File: src/rtl/cvxif_accel_pkg.sv
// Shared types and decode helper for the custom-3 CV-X-IF accelerator responder.
package cvxif_accel_pkg;

  localparam logic [6:0] OPCODE_CUSTOM3 = 7'b1111011;

  typedef enum logic [2:0] {
    F3_ADD = 3'b000,
    F3_MUL = 3'b001,
    F3_NOP = 3'b010
  } funct3_e;

  typedef enum logic [1:0] {
    S_IDLE,
    S_EXEC,
    S_WAIT_COMMIT,
    S_RESULT
  } state_e;

  // rs_needed[0] = rs1, rs_needed[1] = rs2
  typedef struct packed {
    logic       accept;
    logic       writeback;
    logic [1:0] rs_needed;
  } decode_t;

  function automatic decode_t decode(input logic [31:0] instr);
    decode_t d;
    d = '0;
    if (instr[6:0] == OPCODE_CUSTOM3 && instr[31:25] == 7'b0) begin
      case (instr[14:12])
        F3_ADD, F3_MUL: d = '{accept: 1'b1, writeback: 1'b1, rs_needed: 2'b11};
        F3_NOP:         d = '{accept: 1'b1, writeback: 1'b0, rs_needed: 2'b00};
        default:        d = '0;
      endcase
    end
    return d;
  endfunction

endpackage

File: src/rtl/cvxif_serial_mul.sv
// Shift-add multiplier: one partial product per cycle, XLEN cycles, low XLEN bits kept.
module cvxif_serial_mul #(
  parameter int unsigned XLEN = 32
) (
  input  logic            clk_i,
  input  logic            rst_ni,
  input  logic            start_i,
  input  logic            flush_i,
  input  logic [XLEN-1:0] a_i,
  input  logic [XLEN-1:0] b_i,
  output logic            done_o,
  output logic [XLEN-1:0] product_o
);

  localparam int unsigned CW = $clog2(XLEN);

  logic            r_busy;
  logic [CW-1:0]   r_cnt;
  logic [XLEN-1:0] r_a;
  logic [XLEN-1:0] r_b;
  logic [XLEN-1:0] r_acc;

  // done flags the cycle whose closing edge performs the final step
  assign done_o    = r_busy && (r_cnt == CW'(XLEN - 1));
  assign product_o = r_acc;

  always_ff @(posedge clk_i) begin
    if (!rst_ni) begin
      r_busy <= 1'b0;
      r_cnt  <= '0;
      r_a    <= '0;
      r_b    <= '0;
      r_acc  <= '0;
    end else if (flush_i) begin
      r_busy <= 1'b0;
      r_cnt  <= '0;
    end else if (start_i) begin
      r_busy <= 1'b1;
      r_cnt  <= '0;
      r_a    <= a_i;
      r_b    <= b_i;
      r_acc  <= '0;
    end else if (r_busy) begin
      r_acc <= r_acc + (r_b[0] ? r_a : '0);
      r_a   <= r_a << 1;
      r_b   <= r_b >> 1;
      r_cnt <= r_cnt + 1'b1;
      if (done_o) r_busy <= 1'b0;
    end
  end

endmodule

File: src/rtl/cvxif_accel_responder.sv
// Single-entry CV-X-IF coprocessor: decodes custom-3 ADD/MUL/NOP, waits for commit, returns result.
module cvxif_accel_responder
  import cvxif_accel_pkg::*;
#(
  parameter int unsigned XLEN    = 32,
  parameter int unsigned IdWidth = 3
) (
  input  logic                clk_i,
  input  logic                rst_ni,
  input  logic                issue_valid_i,
  output logic                issue_ready_o,
  input  logic [31:0]         issue_instr_i,
  input  logic [IdWidth-1:0]  issue_id_i,
  input  logic [2*XLEN-1:0]   issue_rs_i,
  input  logic [1:0]          issue_rs_valid_i,
  output logic                issue_accept_o,
  output logic                issue_writeback_o,
  input  logic                commit_valid_i,
  input  logic [IdWidth-1:0]  commit_id_i,
  input  logic                commit_kill_i,
  output logic                result_valid_o,
  input  logic                result_ready_i,
  output logic [IdWidth-1:0]  result_id_o,
  output logic [XLEN-1:0]     result_data_o,
  output logic [4:0]          result_rd_o,
  output logic                result_we_o
);

  state_e              r_state, w_next;
  logic                r_live;
  logic                r_committed;
  logic                r_wb;
  funct3_e             r_op;
  logic [IdWidth-1:0]  r_id;
  logic [4:0]          r_rd;
  logic [XLEN-1:0]     r_rs1, r_rs2;
  logic [IdWidth-1:0]  r_res_id;
  logic [XLEN-1:0]     r_res_data;
  logic [4:0]          r_res_rd;
  logic                r_res_we;

  decode_t             w_dec;
  logic                w_rs_ok, w_take, w_commit_hit, w_kill, w_commit, w_exec_done;
  logic                w_mul_done;
  logic [XLEN-1:0]     w_mul_product, w_result;

  assign w_dec             = decode(issue_instr_i);
  assign issue_accept_o    = w_dec.accept;
  assign issue_writeback_o = w_dec.writeback;
  assign w_rs_ok           = &(issue_rs_valid_i | ~w_dec.rs_needed);
  // r_live holds ready low for the first cycle out of reset
  assign issue_ready_o     = rst_ni && r_live && (r_state == S_IDLE) && (!w_dec.accept || w_rs_ok);
  assign w_take            = issue_valid_i && issue_ready_o && w_dec.accept;

  assign w_commit_hit = commit_valid_i && (commit_id_i == r_id) &&
                        (r_state == S_EXEC || r_state == S_WAIT_COMMIT);
  assign w_kill       = w_commit_hit && commit_kill_i;
  assign w_commit     = w_commit_hit && !commit_kill_i;
  assign w_exec_done  = (r_op == F3_MUL) ? w_mul_done : 1'b1;

  cvxif_serial_mul #(.XLEN(XLEN)) u_mul (
    .clk_i     (clk_i),
    .rst_ni    (rst_ni),
    .start_i   (w_take && (issue_instr_i[14:12] == F3_MUL)),
    .flush_i   (w_kill),
    .a_i       (issue_rs_i[XLEN-1:0]),
    .b_i       (issue_rs_i[2*XLEN-1:XLEN]),
    .done_o    (w_mul_done),
    .product_o (w_mul_product)
  );

  always_comb begin
    w_result = '0;
    case (r_op)
      F3_ADD:  w_result = r_rs1 + r_rs2;
      F3_MUL:  w_result = w_mul_product;
      default: w_result = '0;
    endcase
  end

  always_comb begin
    w_next = r_state;
    case (r_state)
      S_IDLE:        if (w_take) w_next = S_EXEC;
      S_EXEC:        if (w_kill) w_next = S_IDLE;
                     else if (w_exec_done) w_next = S_WAIT_COMMIT;
      S_WAIT_COMMIT: if (w_kill) w_next = S_IDLE;
                     else if (r_committed || w_commit) w_next = S_RESULT;
      S_RESULT:      if (result_ready_i) w_next = S_IDLE;
      default:       w_next = S_IDLE;
    endcase
  end

  always_ff @(posedge clk_i) begin
    if (!rst_ni) r_state <= S_IDLE;
    else         r_state <= w_next;
  end

  always_ff @(posedge clk_i) begin
    if (!rst_ni) begin
      r_live      <= 1'b0;
      r_committed <= 1'b0;
      r_wb        <= 1'b0;
      r_op        <= F3_ADD;
      r_id        <= '0;
      r_rd        <= '0;
      r_rs1       <= '0;
      r_rs2       <= '0;
      r_res_id    <= '0;
      r_res_data  <= '0;
      r_res_rd    <= '0;
      r_res_we    <= 1'b0;
    end else begin
      r_live <= 1'b1;
      if (w_take) begin
        r_committed <= 1'b0;
        r_wb        <= w_dec.writeback;
        r_op        <= funct3_e'(issue_instr_i[14:12]);
        r_id        <= issue_id_i;
        r_rd        <= issue_instr_i[11:7];
        r_rs1       <= issue_rs_i[XLEN-1:0];
        r_rs2       <= issue_rs_i[2*XLEN-1:XLEN];
      end else if (w_commit) begin
        r_committed <= 1'b1;
      end
      if (r_state == S_WAIT_COMMIT && w_next == S_RESULT) begin
        r_res_id   <= r_id;
        r_res_data <= w_result;
        r_res_rd   <= r_rd;
        r_res_we   <= r_wb;
      end
    end
  end

  assign result_valid_o = (r_state == S_RESULT);
  assign result_id_o    = r_res_id;
  assign result_data_o  = r_res_data;
  assign result_rd_o    = r_res_rd;
  assign result_we_o    = r_res_we;

endmodule

File: config.mk
export PLATFORM = sky130hd
export DESIGN_NAME = cvxif_accel_responder
export DESIGN_NICKNAME = d
export VERILOG_FILES = /design/src/rtl/cvxif_accel_pkg.sv /design/src/rtl/cvxif_serial_mul.sv /design/src/rtl/cvxif_accel_responder.sv
export SDC_FILE = /design/constraint.sdc
export NUM_CORES = 1
export LEC_CHECK = 0
export ABC_AREA = 1
export BUFFER_PORTS_ARGS = -buffer_cell sky130_fd_sc_hd__buf_2
export CELL_PAD_IN_SITES_DETAIL_PLACEMENT = 0
export CELL_PAD_IN_SITES_GLOBAL_PLACEMENT = 1
export CORE_MARGIN = 2
export CORE_UTILIZATION = 40
export CTS_BUF_LIST = sky130_fd_sc_hd__clkbuf_16
export CTS_CLUSTER_SIZE = 25
export DETAILED_ROUTE_END_ITERATION = 8
export PLACE_DENSITY_LB_ADDON = 0.1
export SLEW_MARGIN = 20
export SYNTH_ARGS = -nofsm -noshare
export SYNTH_HDL_FRONTEND = slang
export SYNTH_SLANG_ARGS = --single-unit
File: constraint.sdc
create_clock -name clk_i -period 3.81 [get_ports clk_i]
set_clock_uncertainty 0.1 [all_clocks]
set_input_delay 0.762 -clock clk_i [delete_from_list [all_inputs] [get_ports clk_i]]
set_output_delay 0.762 -clock clk_i [all_outputs]
set_load 0.05 [all_outputs]
==> flow_summary.ini <==
[sta]
setup_violations = 0
period_share_pct = 77.12
min_period_ns = 2.938
slew_headroom_pct = 46.93
tns_ns = 0
rsz0062_at_grt = no
max_freq_mhz = 340.3
hold_viol = 0
final-max-slew-violation-count = 0
tightest_slew_ns = 0.7877

[layout]
final_nets = 2459
syn_to_final_growth_pct = 14.03
layout_common_cells = nand2_1 (537), nor2_1 (403), inv_1 (236), dfxtp_1 (223), buf_2 (143)
final_core_util_pct = 46.55
final_common_cell = nand2_1
layout-drive-gt1-share_pct = 9.835

[detailed_routing]
routed_wirelength_um = 44490
vias_per_cell = 5.066
ant_nets = 0
remaining_drc_errors = 0
wl_per_cell_um = 16.20
firstDrtPassIters = 7
vias = 13920
drtIter0Drc = 980

[worst_setup_path]
end_kind = flop
worst_r2r_path_depth = 17
path_buf_inv = 4
crit_slowest_cell = nor2_4
path_class = flop to flop
start_kind = flop
worst-path-stages = 17
cp_max_fo = 44
cp_common_cell = nand2_1
cp_top_family = simple AND/OR/NAND/NOR gates
rrSetupSlack_ns = 0.87
crit_chain = inv_1 -> ha_1 -> nand2_1 -> inv_1 -> nand2_1 -> nor2_1 -> nand3_1 -> nand2_1 -> inv_1 -> nand3_1 -> nand3_1 -> nand3_2 -> nor2_4 -> buf_12 -> nand2_1 -> nand2_1 -> nor2_1
max_stage_delay_ns = 0.44
critPathRequiredTime_ns = 4.17
r2r-start = r_state[0]
r2r-end = result_data_o[5]
cp.arrival_ns = 3.30

[global_route]
grt_pass1_vias = 13140
grt-ovfl-total = 0
grt_use_total_pct = 24.75
grt_pass1_wl_um = 70850
grt_max_degree = 86
antenna_found_initial = 0

[floorplan]
ios = 155
start_util_pct = 40.82
rows = 67
coreArea_um2 = 33700
dieHeight_um = 189.5
die_area_um2 = 35890
die_w_um = 189.5

[power]
ir_worst_vdd_mv = 0.3105
p_leak_nw = 7.568
p_per_area_nw_per_um2 = 364.2

[synthesis]
synth_area_leader_cell = dfxtp_1
ys_ff_latch = 223
synthArstFlopShare_pct = 0
syn_inst = 2178
synth_ff_type = dfxtp_1
synth_edf_count = 0
ys_seq_area_share_pct = 32.45
synth.avg_cell_area_um2 = 6.316
synth_warnings = 0
ys_top_cells_by_area = dfxtp_1 (32%), nand2_1 (15%), nor2_1 (11%), inv_1 (6.4%), ha_1 (6.3%)
synth_top_area_share_pct = 32.45
synth_cell_types = 44
synth_area_um2 = 13760
syn_nets = 2359

[min_path]
holdPathEnd = r_rd[4]
hp-start = r_rd[4]
holdCritPathClass = flop to flop
hold_path_depth = 2

[clock_tree]
post_cts_buffers = 0
cts_resized = 0
cts_buffer_depth = 3
cts.sinks = 223
clockRootBuffer = clkbuf_16
h-tree-depth = 1
clk_latency_ns = 0.57
clk_pin_slew_worst_paths_ns = 0.06
cts_tree = yes
ctsHoldBuffers = 0
numCtsBuffers = 27

[placement]
dpl.hpwl_um = 33470
finalWeightedCongestion = 0.9200
place.port_buffers = 144

[status]
status = completed

[job]
drv.max_cap_violation_count = 0
## metrics by stage
stage	cell area, µm²	setup slack [ns]	std cells	hold slack (ns)	power, W
global placement	14830	0.7893	2697	0.3432	0.003229
finish	15690	0.8717	2747	0.3549	0.005713
CTS	15690	0.8278	2746	0.3322	0.005787
global route	15690	0.6256	2746	0.3658	0.005962
floorplan	13760	0.7852	2178	0.3297	0.002989
detailed placement	14830	0.7423	2697	0.3482	0.003238
## report_power, final
group	internal, W	total, W	switching, W
registers	0.00238	0.00241	0.0000276
clock network	0.00143	0.00253	0.00110
logic	0.000210	0.000772	0.000562
total	0.00402	0.00571	0.00169
## worst reg2reg max path, stage by stage (launching register included)
cell and delay (ns):
dfxtp_1 0.40, inv_1 0.11, ha_1 0.33, nand2_1 0.07, inv_1 0.03, nand2_1 0.04, nor2_1 0.04, nand3_1 0.30
nand2_1 0.13, inv_1 0.07, nand3_1 0.06, nand3_1 0.11, nand3_2 0.11, nor2_4 0.44, buf_12 0.28, nand2_1 0.10
nand2_1 0.07, nor2_1 0.05
## cell usage after synthesis (3+ instances only)
library cell,count
nor2_4,3
o21a_1,4
a21oi_1,130
o21ai_0,128
dfxtp_1,223
o21bai_1,22
inv_2,4
nor3_1,23
nand2_1,538
nor4_1,4
buf_2,30
a32oi_1,3
or2_2,4
nand3_1,81
nor2_1,403
inv_1,234
o21ai_1,63
ha_1,69
nand3b_1,11
buf_1,9
nand4_1,35
a211oi_1,60
nand3_2,4
a21o_1,3
xnor2_1,6
buf_6,6
clkbuf_1,46
xor2_1,10
## worst max path at each step
stage	startpoint	endpoint
5_1_grt	r_state[0]	result_data_o[8]
2_1_floorplan	issue_instr_i[29]	issue_writeback_o
4_1_cts	r_state[0]	result_data_o[5]
3_5_place_dp	issue_instr_i[29]	u_mul.r_b[21]
6_report	r_state[0]	result_data_o[5]
3_3_place_gp	issue_instr_i[2]	r_rs2[23]
## routing by layer
metal | part of all wire [%] | global-route usage, % | up-vias | wire length, µm
li1 | - | - | 7260 | -
met5 | 0 | 0 | - | 0
met1 | 47 | 33.34 | 6270 | 20990
met3 | 4.9 | 2.595 | 59 | 2160
met4 | 2.9 | 7.484 | 0 | 1309
met2 | 45 | 41.72 | 326 | 20030
## cell families (layout without fill, tap and decap cells)
group           after synthesis  after routing  share of synthesized area [%]
other cells                   0              1                              0
xor+xnor                     16             16                          1.019
simple gates               1116           1116                          33.12
fa+ha+maj                    71             71                          6.567
flops                       223            223                          32.45
compound gates              420            420                          17.12
buf+inv                     332            452                          9.732
## cell type report
cell class / instances / area, µm²
Multi-Input combinational cell: 1623 / 7966
Clock buffer: 27 / 675.6
Tap cell: 448 / 560.5
Timing Repair Buffer: 164 / 935.9
Antenna cell: 1 / 2.502
Fill cell: 3688 / 18010
Clock inverter: 22 / 181.4
Inverter: 239 / 900.9
Sequential cell: 223 / 4464
## flip-flops by register name (all words and copies together) (netlist names), 5 cells and up
name and count:
r_rd 5, r_rs1 32, r_rs2 32, result_data_o 32, result_rd_o 5, u_mul.product_o 32
u_mul.r_a 32, u_mul.r_b 32, u_mul.r_cnt 5
Power figures use the tool's default switching activity.
